[config.mk]
export PLATFORM = sky130hd
export DESIGN_NAME = sim_run_ctrl
export DESIGN_NICKNAME = d
export VERILOG_FILES = /design/src/rtl/sim_run_ctrl.sv
export SDC_FILE = /design/constraint.sdc
export NUM_CORES = 1
export LEC_CHECK = 0
export ABC_AREA = 1
export CAP_MARGIN = 0
export CORE_AREA = 2 2 126 115
export DETAILED_ROUTE_END_ITERATION = 16
export DIE_AREA = 0 0 128 117
export PLACE_DENSITY = 0.89
export SLEW_MARGIN = 5
export SYNTH_ARGS = -nofsm -noshare
export SYNTH_HDL_FRONTEND = slang
export SYNTH_SLANG_ARGS = --single-unit
export TNS_END_PERCENT = 5
[constraint.sdc]
create_clock -name clk -period 4.9 [get_ports clk]
set_input_delay 0.98 -clock clk [delete_from_list [all_inputs] [get_ports clk]]
set_output_delay 0.98 -clock clk [all_outputs]
set_load 0.02 [all_outputs]
[src/rtl/sim_run_ctrl.sv]
// sim_run_ctrl: sequences core reset, watches tohost stores, halts and timeouts, and reports the test verdict
module sim_run_ctrl #(
  parameter int              AW             = 6,
  parameter int              DW             = 64,
  parameter int              RESET_CYCLES   = 3,
  parameter int              TIMEOUT_CYCLES = 120,
  parameter logic [AW-1:0]   TOHOST_ADDR    = 6'h3F,
  parameter int              HALT_REPEAT    = 4,
  parameter int              CNT_W          = 16
) (
  input  logic             clk,
  input  logic             reset,
  input  logic             restart,
  output logic             core_rst_n,
  input  logic [AW-1:0]    i_mem_addr,
  input  logic             d_mem_we,
  input  logic [AW-1:0]    d_mem_addr,
  input  logic [DW-1:0]    d_mem_data,
  output logic             done,
  output logic [2:0]       status,
  output logic [CNT_W-1:0] cycle_count,
  output logic [CNT_W-1:0] store_count,
  output logic [DW-1:0]    result_data
);
  typedef enum logic [2:0] {
    HOLD    = 3'd0,
    RUN     = 3'd1,
    PASS    = 3'd2,
    FAIL    = 3'd3,
    TIMEOUT = 3'd4,
    HALT    = 3'd5
  } state_t;

  localparam logic [7:0]       HOLD_LAST = 8'(RESET_CYCLES - 1);
  localparam logic [7:0]       REP_LAST  = 8'(HALT_REPEAT - 1);
  localparam logic [CNT_W-1:0] TO_LAST   = CNT_W'(TIMEOUT_CYCLES - 1);

  state_t           state_q, state_d;
  logic [7:0]       hold_q, hold_d;
  logic [7:0]       rep_q, rep_d;
  logic [AW-1:0]    prev_q, prev_d;
  logic [CNT_W-1:0] cyc_q, cyc_d;
  logic [CNT_W-1:0] st_q, st_d;
  logic [DW-1:0]    res_q, res_d;
  logic             tohost, same;

  // A zero repeat count marks an empty history, so the first RUN cycle never matches a stale address
  always_comb begin
    state_d = state_q;
    hold_d  = hold_q;
    rep_d   = rep_q;
    prev_d  = prev_q;
    cyc_d   = cyc_q;
    st_d    = st_q;
    res_d   = res_q;
    tohost  = d_mem_we && d_mem_addr == TOHOST_ADDR;
    same    = rep_q != 8'd0 && i_mem_addr == prev_q;
    case (state_q)
      HOLD: begin
        hold_d  = hold_q + 8'd1;
        rep_d   = 8'd0;
        state_d = hold_q == HOLD_LAST ? RUN : HOLD;
      end
      RUN: begin
        prev_d = i_mem_addr;
        rep_d  = same ? rep_q + 8'd1 : 8'd1;
        st_d   = d_mem_we && !tohost && st_q != '1 ? st_q + 1'b1 : st_q;
        if (tohost) begin
          res_d   = d_mem_data;
          state_d = d_mem_data == DW'(1) ? PASS : FAIL;
        end else if (same && rep_q == REP_LAST) state_d = HALT;
        else if (cyc_q == TO_LAST) state_d = TIMEOUT;
        else cyc_d = cyc_q + 1'b1;
      end
      default: if (restart) begin
        state_d = HOLD;
        hold_d  = 8'd0;
        rep_d   = 8'd0;
        cyc_d   = '0;
        st_d    = '0;
        res_d   = '0;
      end
    endcase
  end

  // State and counter registers, cleared asynchronously by reset
  always_ff @(posedge clk or posedge reset) begin
    if (reset) begin
      state_q <= HOLD;
      hold_q  <= '0;
      rep_q   <= '0;
      prev_q  <= '0;
      cyc_q   <= '0;
      st_q    <= '0;
      res_q   <= '0;
    end else begin
      state_q <= state_d;
      hold_q  <= hold_d;
      rep_q   <= rep_d;
      prev_q  <= prev_d;
      cyc_q   <= cyc_d;
      st_q    <= st_d;
      res_q   <= res_d;
    end
  end

  assign status      = state_q;
  assign done        = state_q inside {PASS, FAIL, TIMEOUT, HALT};
  assign core_rst_n  = state_q == RUN;
  assign cycle_count = cyc_q;
  assign store_count = st_q;
  assign result_data = res_q;
endmodule

## Word-level counts from Yosys, hierarchy flattened

Cells that the tools add are included.

- Register bits: 121
- Input bits: 80
- Output and inout bits: 101
- Logic and storage cells: 69

- $add $sub $neg: 4
- Eq/ne operators: 18
- Muxes and demuxes: 21
- Bitwise logic cells: 2
- Reduce and logical (&&, ||, !) cells: 17

Operator list:

| cell | count |
|---|---|
| $mux W64 | 2 |
| $pmux W64 S2 | 1 |
| $mux W16 | 5 |
| $eq A64 B1 Y1 const B | 1 |
| $pmux W16 S2 | 2 |
| $add A16 B1 Y16 const B | 2 |
| $pmux W8 S2 | 2 |
| $add A8 B1 Y8 const B | 2 |
| $eq A16 B7 Y1 const B | 1 |
| $eq A8 B2 Y1 const B | 2 |
| $mux W8 | 2 |
| $ne A16 B16 Y1 const B | 1 |
| $mux W3 | 4 |
| $reduce_bool A8 Y1 | 1 |
| $eq A3 B2 Y1 const B | 2 |
| $eq A3 B3 Y1 const B | 2 |
| $eq A6 B6 Y1 | 1 |
| $eq A6 B6 Y1 const B | 1 |
| $ne A2 B2 Y1 const B | 3 |
| $pmux W3 S2 | 1 |
| $reduce_and A3 Y1 | 2 |
| $logic_and A1 B1 Y1 | 5 |
| $reduce_and A5 Y1 | 1 |
| $ne A2 B1 Y1 const B | 2 |
| other kinds (10) | 14 |

## Logic depth before layout (Yosys ltp)

Gate-level depths: netlist of the first run.

- Depth after elaboration: 7
- Depth in mapped cells: 13
- Mapped depth without buffers: 12

## Least setup slack after synthesis of the first run

Ideal clock, no wire load.

- Path type: register -> output
- Start point: register state_q[2], in the netlist status[2]
- End point: output core_rst_n
- Data arrival time: 1.281 ns
- Setup slack: 2.639 ns
- Stages on the path, launching flop included: 6
- Buffers on the path: 2
- Path through: dfrtp_1 > inv_2 > nand2_4 > nor2_8 > buf_6 > clkbuf_1

- Longest elaborated chain between the ends: 1

Ends and longest elaborated chain:

| element | line | text |
|---|---|---|
| start: declaration | 38 | `state_t state_q, state_d;` |
| start signal: assignment | 97 | `state_q <= state_d;` |
| $eq A3 B1 Y1 | 109 | `assign core_rst_n = state_q == RUN;` |
| end: declaration | 14 | `output logic core_rst_n,` |

No other way between the ends.

## Worst setup path in the final report of the first run

- Start point: register state_q[1], in the netlist status[1]
- End point: output core_rst_n

The elaborated chain is that of the path after synthesis.

==> out/metrics.cfg, run 1 <==
[cts]
ctsRootBufferMaster = clkbuf_16
hold_buffers = 0
clk_path_buf_depth = 2
cts_resized = 0
clkSlewWorstSetupHoldPaths_ns = 0.05
post_cts_buffers = 0
cts_buffers = 17
htree_levels = 4
insertion_delay_ns = 0.42
clock_sinks = 121
cts_tree = built

[worst_setup_path]
critical_path_class = flip-flop to output pin
cp_max_fo = 16
r2r_slack_ns = 2.20
end_kind = output pin
required_ns = 3.92
cp-endpoint = core_rst_n
start_kind = flip-flop
timing.rr.end = cycle_count[7]$_DFFE_PP0P_
r2r-start = status[1]$_DFFE_PP0P_
cp.arrival_ns = 1.97
r2r_cells = 10
crit_start = status[1]$_DFFE_PP0P_

[sta]
timing.slew.headroom_pct = 41.2
finalSetupViolCount = 0
rsz0062_at_grt = false
fin_crit_ns = 2.95
period_share_pct = 60.2
slew_violations = 0
whs_ns = 0.496
timing.fmax_mhz = 339
finalHoldViolations = 0
fin_skew_ns = 0.00811
worst_pin_slew_ns = 0.882
setup_tns_ns = 0

[run]
max_cap_viol_count = 0

[pwr]
p_switching_w = 0.000515
powerDensity_mw_per_mm2 = 270
switching_share_pct = 21.0
ir_drop_v = 0.000242
seq_power_share_pct = 40.8
power_frac_comb_pct = 4.7
internal_power_w = 0.00194
clockPowerShare_pct = 54.5
power_leakage_nw = 4.34

[route]
drtAntennaViolNets = 0
wl_mm = 18.3
vias = 6421
firstDrtPassIters = 5
drtIter0Drc = 518
routed_via_density = 5.29
drcViolationCount = 0
avgRoutedWirePerCell_um = 15.1

[global_routing]
grt_max_degree = 78
grt_first_pass_wirelength_mm = 29.3
track_usage_pct = 24.9
grt_overflow = 0
antenna_found_initial = 0
grt_pass1_vias = 6118

[floorplan]
pin_count = 181
design.core.area_sq_mm = 0.0137
rows = 41
die-area_sq_mm = 0.0150
start_util_pct = 47.9
die_x_um = 128
die_y_um = 117

[worst_hold_path]
hold_class = flip-flop to flip-flop
holdPathStages = 2

[synth]
synth.distinct_cells = 38
synth_area_per_cell_sq_um = 7.67
ys_warn_count = 0
postSynthCellCount = 858
yosysSeqAreaShare_pct = 46.0
ys_ff_latch = 121
netlist_area_sq_mm = 0.00658
syn_nets = 945

[finish]
drive_above_1_share_pct = 7.49
nNetsFinal = 1115
insertedDiodeCount = 0
instances_no_fill = 1213
syn_to_final_growth_pct = 38.2

[status]
outcome = finished clean

[placement]
gp_congestion = 0.873
port_buffers = 180
place_inst = 1181
dp_hpwl_mm = 12.7

==> power groups by stage <==
stage | clock network (W) | logic [W] | registers (W)
final | 0.00134 | 0.000116 | 0.00100
after global routing | 0.00140 | 0.000128 | 0.000999
after floorplan | 0 | 0.0000329 | 0.00102
after detailed placement | 0 | 0.000117 | 0.00102
after CTS | 0.00135 | 0.000118 | 0.00100
after global placement | 0 | 0.000115 | 0.00102
==> layout make-up <==
type	count	area, sq um
repair buffers	187	1850
clock inverters	12	173
inverters	90	340
well taps	172	215
flip-flops and latches	121	3030
fillers	1148	4660
clock buffers	20	457
multi-input cells	611	3020
==> worst max-delay path, cell delays in order, from the launching register on <==
cell and delay (ns):
dfrtp_1 0.44, inv_2 0.11, nand2_4 0.08, nor2_8 0.25, clkdlybuf4s50_1 0.67
==> per-stage QoR <==
stage	worst slack, ns	utilization [%]	total power [W]	area (sq um)
3_3_place_gp	1.73	61.5	0.00113	8460
4_1_cts	1.93	66.1	0.00247	9090
2_1_floorplan	0.706	-	0.00105	6580
6_report	1.95	66.1	0.00245	9090
5_1_grt	1.85	66.1	0.00253	9090
3_5_place_dp	1.60	61.5	0.00113	8460
==> layout by cell type, fill, tap and decap left out, types with 3 or more instances in the layout <==
master / n
inv_1: 84
ha_1: 7
nor2_1: 92
o21ai_2: 11
nor2_2: 3
bufinv_16: 4
nor2_4: 3
nor3b_1: 3
nand2_1: 221
buf_4: 7
clkinvlp_4: 5
clkdlybuf4s50_1: 180
dfrtp_1: 121
nand3_2: 5
nor3_1: 15
clkinv_2: 3
xor2_1: 21
nand3_1: 153
o21ai_0: 34
nand4_1: 12
nand2_2: 3
inv_2: 5
a21oi_1: 7
clkbuf_16: 17
==> Yosys cell counts (all sizes together) <==
cell / instances / share of area [%]
a211oi: 1 / 0.11
a21oi: 7 / 0.53
buf: 11 / 1.5
clkbuf: 25 / 1.4
dfrtp: 121 / 46
ha: 7 / 1.3
inv: 90 / 5.1
nand2: 227 / 14
nand3: 159 / 13
nand3b: 2 / 0.23
nand4: 14 / 1.5
nor2: 100 / 6.7
nor3: 15 / 1.1
nor3b: 3 / 0.34
nor4: 2 / 0.19
o21ai: 46 / 4.1
o21bai: 1 / 0.11
o22ai: 2 / 0.19
o31ai: 1 / 0.11
or2: 1 / 0.095
xnor2: 2 / 0.27
xor2: 21 / 2.8
==> sequential cells by signal (all words and copies together), names as in the netlist <==
register,flops
rep_q,8
store_count,16
hold_q,8
cycle_count,16
prev_q,6
result_data,64
status,3
==> cells by family after synthesis <==
group / count (synthesis) / synth area share (%)
AO/OA/AOI/OAI: 58 / 5.19
adder cells (fa/ha/maj): 7 / 1.33
AND/OR/NAND/NOR: 523 / 36.4
flip-flops: 121 / 46.0
XOR/XNOR: 23 / 3.06
buffers and inverters: 126 / 8.02
==> worst min-delay path by stage <==
stage | from | to | slack (ns)
detailed placement | result_data[29]$_DFFE_PP0P_ | result_data[29]$_DFFE_PP0P_ | 0.49
global placement | result_data[37]$_DFFE_PP0P_ | result_data[37]$_DFFE_PP0P_ | 0.48
floorplan | hold_q[7]$_DFFE_PP0P_ | hold_q[7]$_DFFE_PP0P_ | 0.50
global route | result_data[51]$_DFFE_PP0P_ | result_data[51]$_DFFE_PP0P_ | 0.52
CTS | result_data[44]$_DFFE_PP0P_ | result_data[44]$_DFFE_PP0P_ | 0.50
finish | result_data[59]$_DFFE_PP0P_ | result_data[59]$_DFFE_PP0P_ | 0.50
==> metal layers <==
| layer | share of wire, % | GRT usage [%] | vias to the layer above |
|---|---|---|---|
| li1 | - | - | 3105 |
| met1 | 42 | 31.0 | 3050 |
| met2 | 50 | 42.7 | 238 |
| met3 | 6.2 | 6.91 | 28 |
| met4 | 1.6 | 7.99 | 0 |
| met5 | 0 | 0 | - |
(Power assumes the default switching activity.)
==> inputs of run 2 (changes only) <==
Clock period 4.9 ns to 2.9 ns, I/O delays scaled along.
==> run 2 against run 1 <==
  * Final cell count up 0.16%
  * Global-route usage down 1.0 points
  * Clock-buffer cell count up 1
  * Via count down 1.5%
  * Combinational power up 73%
  * Non-clock buffer count up 2
  * Critical path type unchanged
  * Largest power group unchanged
  * Highest routed layer unchanged
==> out/metrics.cfg, run 2 (same netlist as run 1, synthesis figures left out) <==
[cts]
cts_resized = 0  ; unchanged
htree_levels = 4  ; unchanged
insertion_delay_ns = 0.41  ; about the same
post_cts_buffers = 0  ; unchanged
hold_buffers = 0  ; unchanged
cts_tree = built
clk_path_buf_depth = 2  ; unchanged
cts_buffers = 17  ; unchanged
clock_sinks = 121  ; unchanged
ctsRootBufferMaster = clkbuf_16
clkSlewWorstSetupHoldPaths_ns = 0.05  ; about the same

[sta]
period_share_pct = 87.7
slew_violations = 0  ; unchanged
fin_crit_ns = 2.54
worst_pin_slew_ns = 0.660  ; -0.222 ns
whs_ns = 0.495  ; -0.000547 ns
finalHoldViolations = 0  ; unchanged
setup_tns_ns = 0  ; unchanged
rsz0062_at_grt = false
timing.slew.headroom_pct = 55.9  ; +15 points
fin_skew_ns = 0.00851  ; +0.000404 ns
finalSetupViolCount = 0  ; unchanged
timing.fmax_mhz = 393

[worst_hold_path]
hold_class = flip-flop to flip-flop
hp-start = result_data[13]$_DFFE_PP0P_

[route]
drcViolationCount = 0  ; unchanged
wl_mm = 17.6  ; -3.6%
firstDrtPassIters = 5  ; unchanged
vias = 6325  ; -1.5%
routed_via_density = 5.21  ; -1.7%
avgRoutedWirePerCell_um = 14.5  ; -3.8%
drtIter0Drc = 610  ; +18%
drtAntennaViolNets = 0  ; unchanged

[floorplan]
die-area_sq_mm = 0.0150  ; unchanged
pin_count = 181  ; unchanged
rows = 41  ; unchanged
design.core.area_sq_mm = 0.0137  ; unchanged
die_y_um = 117  ; unchanged
start_util_pct = 47.9  ; unchanged
die_x_um = 128  ; unchanged

[global_routing]
grt_max_degree = 67  ; -14%
track_usage_pct = 23.9  ; -1.0 points
grt_pass1_vias = 5914  ; -3.3%
antenna_found_initial = 0  ; unchanged
grt_first_pass_wirelength_mm = 28.4  ; -3.2%
grt_overflow = 0  ; unchanged

[finish]
utilization_pct = 66.4  ; +0.23 points
insertedDiodeCount = 0  ; unchanged
nNetsFinal = 1117  ; +0.18%
num-fill-cells = 1125  ; -2.0%
instances_no_fill = 1215  ; +0.16%
largest_register_ffs = 64  ; unchanged
layout_commonest_cell = nand2_1
drive_above_1_share_pct = 7.57  ; +0.082 points
layout_common_cells = 221 x nand2_1, 180 x clkdlybuf4s50_1, 153 x nand3_1, 121 x dfrtp_1, 92 x nor2_1
syn_to_final_growth_pct = 38.6

[worst_setup_path]
cp.arrival_ns = 1.96  ; about the same
r2r_slack_ns = 0.61  ; -1.59 ns
cp_max_fo = 13  ; -3
r2r-start = status[2]$_DFFE_PP0P_
critical_path_class = flip-flop to output pin
start_kind = flip-flop
end_kind = output pin
required_ns = 2.32  ; -1.60 ns
crit_start = status[2]$_DFFE_PP0P_

[placement]
place_inst = 1183  ; +0.17%
port_buffers = 180  ; unchanged
gp_congestion = 0.921  ; +5.4%
dp_hpwl_mm = 12.6  ; -0.91%

[pwr]
powerDensity_mw_per_mm2 = 444  ; +64%
ir_drop_v = 0.000435  ; +80%
power_leakage_nw = 4.36  ; +0.46%
finalPower_w = 0.00405  ; +65%

[run]
max_cap_viol_count = 0  ; unchanged

[status]
outcome = finished clean

==> run 2: final timing paths <==
path,to,depth (start not counted)
hold / removal,result_data[13]$_DFFE_PP0P_,2
min in group asynchronous,result_data[55]$_DFFE_PP0P_,2
max in group asynchronous,cycle_count[0]$_DFFE_PP0P_,3
setup / recovery,core_rst_n,4
setup reg to reg,cycle_count[9]$_DFFE_PP0P_,9
hold reg to reg,result_data[13]$_DFFE_PP0P_,2
==> run 2: through the flow <==
stage                     area, sq um  worst slack [ns]
final                            9120             0.357
after global routing             9120             0.286
after CTS                        9120             0.361
after detailed placement         8520             0.510
after global placement           8520             0.549
after floorplan                  6580             0.837
==> run 2: layout make-up <==
cell class / instances / area [sq um] / area share (%)
Inverter: 90 / 342 / 3.74
Clock inverter: 11 / 146 / 1.60
Multi-Input combinational cell: 611 / 3020 / 33.2
Tap cell: 172 / 215 / 2.36
Clock buffer: 21 / 460 / 5.05
Sequential cell: 121 / 3030 / 33.2
Timing Repair Buffer: 189 / 1910 / 20.9
==> run 2: critical path, cell delays in order, from the launching register on <==
cell             delay (ns)
dfrtp_1                0.44
inv_2                  0.11
nand2_4                0.09
nor2_8                 0.25
clkdlybuf4s50_1        0.67
==> run 2: routing by layer <==
layer,wire (um),part of all wire (%),GRT usage [%]
met3,1230,7.0,6.64
met4,385,2.2,8.42
met5,0,0,0
met2,8450,48,38.8
met1,7520,43,31.2
==> run 2: report_power, final <==
group          internal, W  total (W)  leakage, nW  switching (W)
combinational     0.000112   0.000201         2.48      0.0000884
sequential         0.00169    0.00169         1.59              0
clock              0.00139    0.00216        0.293       0.000762
total              0.00320    0.00405         4.36       0.000851
==> inputs of run 3 (changes only) <==
Settings changed: CORE_AREA 2 2 126 115 to 2 2 178 163, DIE_AREA 0 0 128 117 to 0 0 180 165, PLACE_DENSITY 0.89 to 0.54.
==> run 3 against run 2 <==
  * Critical path depth decreased by 1
  * Clock-buffer cell count decreased by 4
  * Highest routed layer unchanged
  * Hold slack worse by 0.083 ns
  * Largest cell class unchanged
  * Cell area rose by 2.3%
  * Critical endpoint is now done
==> out/metrics.cfg, run 3 (same netlist as run 1, synthesis figures left out) <==
[status]
outcome = finished clean

[finish]
num-fill-cells = 2913  ; +160%
syn_to_final_growth_pct = 41.8
nNetsFinal = 1117  ; unchanged
largest_register_ffs = 64  ; unchanged
instances_no_fill = 1403  ; +15%
insertedDiodeCount = 0  ; unchanged
layout_common_cells = 221 x nand2_1, 180 x clkdlybuf4s50_1, 153 x nand3_1, 121 x dfrtp_1, 92 x nor2_1
multi_input_area_sq_mm = 0.00302  ; unchanged
drive_above_1_share_pct = 7.77  ; +0.19 points
layout_commonest_cell = nand2_1
regArea_sq_mm = 0.00303  ; unchanged

[sta]
rsz0062_at_grt = false
period_share_pct = 83.7  ; -3.9 points
fin_skew_ns = 0.0157  ; +0.00717 ns
finalHoldViolations = 0  ; unchanged
worst_pin_slew_ns = 0.642  ; -0.0177 ns
fin_crit_ns = 2.43  ; -0.114 ns
setup_tns_ns = 0  ; unchanged
timing.slew.headroom_pct = 57.1  ; +1.2 points
finalSetupViolCount = 0  ; unchanged
worst_slack_ns = 0.471  ; +0.114 ns
timing.fmax_mhz = 412  ; +4.7%
slew_violations = 0  ; unchanged

[global_routing]
grt_overflow = 0  ; unchanged
antenna_found_initial = 0  ; unchanged
grt_max_degree = 80  ; +19%
track_usage_pct = 13.6  ; -10 points
grt_pass1_vias = 6069  ; +2.6%
grt_first_pass_wirelength_mm = 32.2  ; +14%

[floorplan]
die-area_sq_mm = 0.0297  ; +98%
start_util_pct = 23.8  ; -24 points
design.core.area_sq_mm = 0.0276  ; +100%
die_y_um = 165  ; +41%
die_x_um = 180  ; +41%
rows = 58  ; +41%
pin_count = 181  ; unchanged

[pwr]
powerDensity_mw_per_mm2 = 429  ; -3.2%
power_frac_comb_pct = 5.0  ; about the same
seq_power_share_pct = 42.1  ; +0.4 points
clockPowerShare_pct = 52.8  ; -0.5 points
power_leakage_nw = 4.35  ; -0.39%
ir_drop_v = 0.000330  ; -24%
internal_power_w = 0.00301  ; -5.8%
p_switching_w = 0.000993  ; +17%
switching_share_pct = 24.8  ; +3.8 points

[route]
avgRoutedWirePerCell_um = 14.2  ; -1.9%
firstDrtPassIters = 4  ; -1
drtAntennaViolNets = 0  ; unchanged
vias = 6139  ; -2.9%
drcViolationCount = 0  ; unchanged
drtIter0Drc = 280  ; -54%
wl_mm = 19.9  ; +13%
routed_via_density = 4.38  ; -16%

[placement]
gp_congestion = 0.812  ; -12%
port_buffers = 180  ; unchanged
pre_cts_slack_ns = 0.594  ; +0.0845 ns
place_inst = 1371  ; +16%
dp_hpwl_mm = 14.1  ; +12%

[worst_setup_path]
cp.arrival_ns = 1.85  ; -0.11 ns
cp_slowest_stage_delay_ns = 0.61  ; -0.06 ns
required_ns = 2.32  ; about the same
start_kind = flip-flop
critical_path_class = flip-flop to output pin
end_kind = output pin
cp_max_fo = 4  ; -9
path_cells = inv_2 -> ha_1 -> clkdlybuf4s50_1
cpMaxStageDelayCell = clkdlybuf4s50_1

[cts]
ctsRootBufferMaster = clkbuf_16
cts_buffers = 17  ; unchanged
hold_buffers = 0  ; unchanged
cts_tree = built
cts_resized = 0  ; unchanged
insertion_delay_ns = 0.42  ; about the same
htree_levels = 4  ; unchanged
post_cts_buffers = 0  ; unchanged
clock_sinks = 121  ; unchanged
clk_path_buf_depth = 2  ; unchanged
clkSlewWorstSetupHoldPaths_ns = 0.07  ; +0.02 ns

[run]
max_cap_viol_count = 0  ; unchanged

[worst_hold_path]
hold_class = input pin to async pin

run 3: cell type report:
cell class	instances	share of cell area, %
Sequential cell	121	32.5
Multi-Input combinational cell	611	32.4
Timing Repair Buffer	189	20.4
Tap cell	360	4.83
Clock buffer	17	4.56
Inverter	90	3.66
Clock inverter	15	1.65
run 3: routing by layer:
layer	routed length, um	global-route usage, %	vias up
li1	-	-	3111
met1	9370	17.7	2865
met2	9170	21.9	146
met3	1140	3.95	17
met4	236	3.81	0
met5	0	0	-
run 3: final timing paths:
kind	end	startpoint	cells past startpoint	slack, ns
worst max-delay path	done	status[2]$_DFFE_PP0P_	3	0.47
worst min-delay path	result_data[7]$_DFFE_PP0P_	reset	2	0.41
worst max register to register	cycle_count[2]$_DFFE_PP0P_	status[2]$_DFFE_PP0P_	9	0.66
worst min register to register	result_data[46]$_DFFE_PP0P_	result_data[46]$_DFFE_PP0P_	2	0.50
max in group asynchronous	result_data[59]$_DFFE_PP0P_	reset	3	1.82
min in group clk	result_data[46]$_DFFE_PP0P_	result_data[46]$_DFFE_PP0P_	2	0.50
run 3: through the flow:
step | util (%) | power, W | hold WS (ns) | cell area [sq um]
after detailed placement | 31.6 | 0.00193 | 0.486 | 8750
final | 33.7 | 0.00401 | 0.412 | 9330
after CTS | 33.7 | 0.00408 | 0.394 | 9330
after floorplan | - | 0.00178 | 0.501 | 6580
after global placement | 31.6 | 0.00193 | 0.480 | 8750
after global routing | 33.7 | 0.00418 | 0.399 | 9330
run 3: worst max-delay path: cells and delay by family (launching register included):
kind,cells,cell delay (ns)
DFF,1,0.44
adders and majority gates,1,0.31
buffers and inverters,2,0.69
run 3: power groups by stage:
stage | Sequential [W] | Combinational [W] | Clock, W
after floorplan | 0.00172 | 0.0000559 | 0
after CTS | 0.00169 | 0.000207 | 0.00219
after global routing | 0.00169 | 0.000224 | 0.00227
after detailed placement | 0.00172 | 0.000207 | 0
final | 0.00169 | 0.000202 | 0.00212
after global placement | 0.00172 | 0.000206 | 0
